**src/rtl/gray_pkg.sv**
```systemverilog
// Shared Gray-code helpers: speed encodings for the prefix network and Gray/binary conversion.
// Latency: none (constants and pure functions only).
// Backpressure: not applicable.
package gray_pkg;

  // Prefix-structure selectors for the lowest-set-bit search
  localparam int SpeedSlow   = 0;  // serial ripple chain
  localparam int SpeedMedium = 1;  // Brent-Kung
  localparam int SpeedFast   = 2;  // Sklansky

  // Conversions operate on a fixed wide word; narrower values are zero-extended,
  // which leaves the converted result zero-extended as well.
  localparam int MaxWidth = 64;

  function automatic logic [MaxWidth-1:0] gray_to_bin(input logic [MaxWidth-1:0] g);
    logic [MaxWidth-1:0] b;
    b[MaxWidth-1] = g[MaxWidth-1];
    for (int i = MaxWidth - 2; i >= 0; i--) begin
      b[i] = b[i+1] ^ g[i];
    end
    return b;
  endfunction

  function automatic logic [MaxWidth-1:0] bin_to_gray(input logic [MaxWidth-1:0] b);
    return b ^ (b >> 1);
  endfunction

endpackage

```
**src/rtl/gray_dec.sv**
```systemverilog
// Combinational reflected-Gray decrementer: a -> z (one step backwards) plus a wrap flag at zero.
// Latency: zero cycles, purely combinational.
// Backpressure: none; the caller decides whether to register z.
module gray_dec
  import gray_pkg::*;
#(
  parameter int width = 16,
  parameter int speed = SpeedMedium
) (
  input  logic [width-1:0] a,
  output logic [width-1:0] z,
  output logic             wrap
);

  localparam int Levels = $clog2(width);

  logic             parity;
  logic             is_zero;
  logic [width-1:0] nz;
  logic [width-1:0] pre_incl;  // pre_incl[i] = all of a[i:0] are zero
  logic [width-1:0] pre_excl;  // pre_excl[i] = all of a[i-1:0] are zero
  logic [width-1:0] lsb;       // one-hot lowest set bit of a
  logic [width-1:0] flip;

  // Odd parity means the predecessor differs only in bit 0
  assign parity = ^a;
  assign nz     = ~a;

  // Inclusive prefix-AND over ~a, network shape chosen by speed
  always_comb begin
    pre_incl = nz;
    if (speed == SpeedSlow) begin
      for (int i = 1; i < width; i++) begin
        pre_incl[i] = pre_incl[i] & pre_incl[i-1];
      end
    end else if (speed == SpeedFast) begin
      for (int l = 0; l < Levels; l++) begin
        for (int i = 0; i < width; i++) begin
          if (((i >> l) & 1) == 1) begin
            pre_incl[i] = pre_incl[i] & pre_incl[((i >> l) << l) - 1];
          end
        end
      end
    end else begin
      // Brent-Kung: up-sweep builds power-of-two spans, down-sweep fills the gaps
      for (int l = 0; l < Levels; l++) begin
        for (int i = 0; i < width; i++) begin
          if (((i + 1) % (2 ** (l + 1))) == 0) begin
            pre_incl[i] = pre_incl[i] & pre_incl[i - 2 ** l];
          end
        end
      end
      for (int l = Levels - 1; l >= 0; l--) begin
        for (int i = 0; i < width; i++) begin
          if ((i >= 2 ** (l + 1)) && (((i + 1) % (2 ** (l + 1))) == 2 ** l)) begin
            pre_incl[i] = pre_incl[i] & pre_incl[i - 2 ** l];
          end
        end
      end
    end
  end

  // The top of the inclusive prefix doubles as the all-zero detector
  assign is_zero  = pre_incl[width-1];
  assign pre_excl = {pre_incl[width-2:0], 1'b1};
  assign lsb      = a & pre_excl;

  // Pick the single bit to toggle; even parity with a non-zero word never has
  // its lowest set bit at the MSB, so shifting lsb up cannot lose a bit
  always_comb begin
    flip = '0;
    if (parity) begin
      flip[0] = 1'b1;
    end else if (is_zero) begin
      flip[width-1] = 1'b1;
    end else begin
      flip = lsb << 1;
    end
  end

  assign z    = a ^ flip;
  assign wrap = is_zero;

endmodule

```
**src/rtl/gray_dec_counter.sv**
```systemverilog
// Registered Gray down-counter with binary view, zero flag and wrap/underflow pulse.
// Latency: inputs sampled at an edge appear on all outputs right after that edge.
// Backpressure: none; every en_i cycle decrements (or saturates) unconditionally.
module gray_dec_counter
  import gray_pkg::*;
#(
  parameter int width    = 16,  // 2..64
  parameter int speed    = SpeedMedium,
  parameter bit Saturate = 1'b0
) (
  input  logic             clk_i,
  input  logic             rst_ni,
  input  logic             clr_i,
  input  logic             load_i,
  input  logic [width-1:0] load_val_i,
  input  logic             en_i,
  output logic [width-1:0] count_o,
  output logic [width-1:0] bin_o,
  output logic             zero_o,
  output logic             wrap_o
);

  logic [width-1:0] dec_gray;
  logic [width-1:0] dec_bin;
  logic [width-1:0] load_bin;
  logic             dec_wrap;

  gray_dec #(
    .width(width),
    .speed(speed)
  ) u_dec (
    .a   (count_o),
    .z   (dec_gray),
    .wrap(dec_wrap)
  );

  // Binary views are derived from the Gray value being registered, so the two never disagree
  assign dec_bin  = width'(gray_to_bin(MaxWidth'(dec_gray)));
  assign load_bin = width'(gray_to_bin(MaxWidth'(load_val_i)));

  // Count state with priority reset > clear > load > decrement > hold
  always_ff @(posedge clk_i) begin
    if (!rst_ni) begin
      count_o <= '0;
      bin_o   <= '0;
      zero_o  <= 1'b1;
      wrap_o  <= 1'b0;
    end else if (clr_i) begin
      count_o <= '0;
      bin_o   <= '0;
      zero_o  <= 1'b1;
      wrap_o  <= 1'b0;
    end else if (load_i) begin
      count_o <= load_val_i;
      bin_o   <= load_bin;
      zero_o  <= (load_val_i == '0);
      wrap_o  <= 1'b0;
    end else if (en_i) begin
      if (dec_wrap && Saturate) begin
        // Underflow while saturating: stay at zero but still flag the event
        wrap_o <= 1'b1;
      end else begin
        count_o <= dec_gray;
        bin_o   <= dec_bin;
        zero_o  <= (dec_gray == '0);
        wrap_o  <= dec_wrap;
      end
    end else begin
      wrap_o <= 1'b0;
    end
  end

endmodule
```
**config.mk**
```make
export PLATFORM = sky130hd
export DESIGN_NAME = gray_dec_counter
export DESIGN_NICKNAME = d
export VERILOG_FILES = /design/src/rtl/gray_pkg.sv /design/src/rtl/gray_dec.sv /design/src/rtl/gray_dec_counter.sv
export SDC_FILE = /design/constraint.sdc
export NUM_CORES = 1
export LEC_CHECK = 0
export ABC_AREA = 1
export ABC_CLOCK_PERIOD_IN_PS = 4500
export BUFFER_PORTS_ARGS = -buffer_cell sky130_fd_sc_hd__buf_2
export CAP_MARGIN = 40
export CORE_MARGIN = 2
export CORE_UTILIZATION = 35
export DETAILED_ROUTE_END_ITERATION = 6
export HOLD_SLACK_MARGIN = 0.05
export PLACE_DENSITY_LB_ADDON = 0.3
export SKIP_CTS_REPAIR_TIMING = 1
export SYNTH_ARGS = -nofsm -noshare
export SYNTH_HDL_FRONTEND = slang
export SYNTH_HIERARCHICAL = 1
export SYNTH_SLANG_ARGS = --single-unit
```
**constraint.sdc**
```tcl
create_clock -name clk_i -period 4.5 [get_ports clk_i]
set_clock_uncertainty 0.1 [all_clocks]
set_input_delay 0 -clock clk_i [delete_from_list [all_inputs] [get_ports clk_i]]
set_output_delay 0 -clock clk_i [all_outputs]
set_load 0.02 [all_outputs]
```
==> metrics.cfg <==
[floorplanning]
coreArea_mm2=0.009284
ios=55
fp-row-count=35
start_util_pct=36.29
die_h_um=102.1
die_w_um=102.1
die_area_mm2=0.01043

[placed_design]
dp.cells=728
place_congestion=0.8494
hpwl_mm=7.396
portBuffers=54
dpl-instance-area_mm2=0.003770

[global_route]
grt_max_degree=32
grt_pass1_vias=3436
grt_pass1_wl_mm=15.65
antenna_found_initial=0
globalRouteOverflowTotal=0
grt_util_all_layers_pct=18.74

[critical_path]
crit_path_frequent_cell=nand2_2
worstPathMaxFanout=10
slowest_delay_ps=380
slowest_stage=dfxtp_4
criticalPathCategory=reg2reg
start_kind=flop
worstPathArrival_ps=4160
critPathRequiredTime_ps=4600
end_kind=flop

[clock_tree]
cts_max_path_buffers=2
cts_made_buffers=5
clk_latency_ps=290
cts_tree=done
htreeDepth=2
clk_pin_slew_worst_paths_ps=80
root_buffer=clkbuf_8
cts.sink_count=33

[yosys]
synth_common_cells=nand2_1, inv_1, nand3_1
yosysUniqueCellTypes=33
synth-edff-count=0
netlist_instances=552
synth_nets=584
synth_area_mm2=0.003369
yosysMostFrequentCell=nand2_1
avgSynthCellArea_um2=6.104
synth-seq-cells=33
yosysSeqAreaShare_pct=19.61
async_reset_ff_share_pct=0
synth_area_leaders=dfxtp_1, nand2_1, nand3_1
synth_top_cell_by_area=dfxtp_1
ys.flop_type=dfxtp_1
yosysTopAreaCellShare_pct=19.61
ys_warn_count=6

[routing]
first_pass_iters=5
drcViolationCount=0
vias=3695
via_per_inst=4.953
wire_per_inst_um=13.07
wl_mm=9.747
dr.first_iter.drc_count=204
antenna_left=0

[pwr]
powerDensity_mw_per_mm2=263.6
ir_drop_mv=0.1078
leakage_nw=2.215

[finish]
finalInstanceArea_mm2=0.004050
syn_to_final_growth_pct=20.20
antenna_cells=0
drive_gt1_share_pct=28.04
utilization_pct=43.63
fin_cells=746
final_nets=649

[timing]
finalCriticalPeriod_ps=4061
setup_tns_ps=0
slew_headroom_pct=51.61
setup_viol=0
slew_viol_final=0
hold_viol=0
post-route-period-util_pct=90.24
fmax_mhz=246.2
worst_pin_slew_ps=724.1

[job]
drv_cap=0

[hold_path]
hold_class=in2reg

[status]
status=completed

metrics by stage:
stage | hold slack (ps) | setup slack (ps) | power (W)
6_report | 2.737 | 439.1 | 0.001068
3_3_place_gp | 251.6 | 359.4 | 0.0007860
3_5_place_dp | 251.3 | 239.9 | 0.0007940
5_1_grt | 57.16 | -29.00 | 0.001149
4_1_cts | -53.58 | 212.1 | 0.001031
2_1_floorplan | 103.8 | 487.8 | 0.0007058
critical path: cells and delay by family (launching register included):
family	cells	cell delay (ps)
and+or+nand+nor	32	2580
buffers and inverters	5	280
DFF	1	380
adders and majority gates	2	630
kinds of logic after synthesis:
group	after synthesis	synth area share, %
xor+xnor	1	0.2600
buf+inv	122	14.93
flops	33	19.61
compound gates	42	7.687
fa+ha+maj	11	4.085
simple gates	343	53.43
report_power, final:
group | total (W) | internal (W) | switching (W)
Sequential | 0.000317 | 0.000307 | 0.0000103
Combinational | 0.000515 | 0.000181 | 0.000334
Clock | 0.000236 | 0.000122 | 0.000114
Total | 0.00107 | 0.000610 | 0.000458
final cells by class:
| cell class | count | area (µm²) |
|---|---|---|
| Clock buffer | 7 | 86.33 |
| Fill cell | 1028 | 5234 |
| Inverter | 106 | 399.1 |
| Multi-Input combinational cell | 397 | 2287 |
| Sequential cell | 33 | 678.2 |
| Tap cell | 129 | 161.4 |
| Timing Repair Buffer | 74 | 437.9 |
path summary, 6_finish.rpt:
check	slack [ps]	from	end	cells past startpoint
setup / recovery	440	count_o[8]	bin_o[0]	39
hold / removal	3	load_val_i[12]	count_o[12]	5
setup reg to reg	440	count_o[8]	bin_o[0]	39
hold reg to reg	450	zero_o	zero_o	2
cell usage in the layout (no fill, tap or decap), drive strengths merged:
master,synthesis,routed
clkbuf,8,7
nand4,8,8
dlygate4sd3,0,7
nand2,173,173
buf,8,67
o211ai,2,2
o2bb2ai,3,3
a21oi,8,8
xnor2,1,1
clkinv,3,3
ha,11,11
inv,103,103
nor2,36,36
o21ai,19,19
nor4,2,2
o311ai,1,1
dfxtp,33,33
nand3,123,123
nor3,1,1
a32o,1,1
a22o,1,1
a22oi,5,5
o221ai,2,2
metal layers:
metal | global-route usage (%) | wire, µm | up-vias
met5 | 0 | 0 | -
met4 | 4.410 | 56 | 0
met3 | 2.873 | 448 | 6
met2 | 33.35 | 4783 | 86
met1 | 23.77 | 4458 | 1714
li1 | - | - | 1889
flip-flops by register name, indices dropped and copies added, names as in the netlist:
register / cells
wrap_o: 1
zero_o: 1
bin_o: 15
count_o: 16
Note: power is estimated with default switching activity, not from simulation.
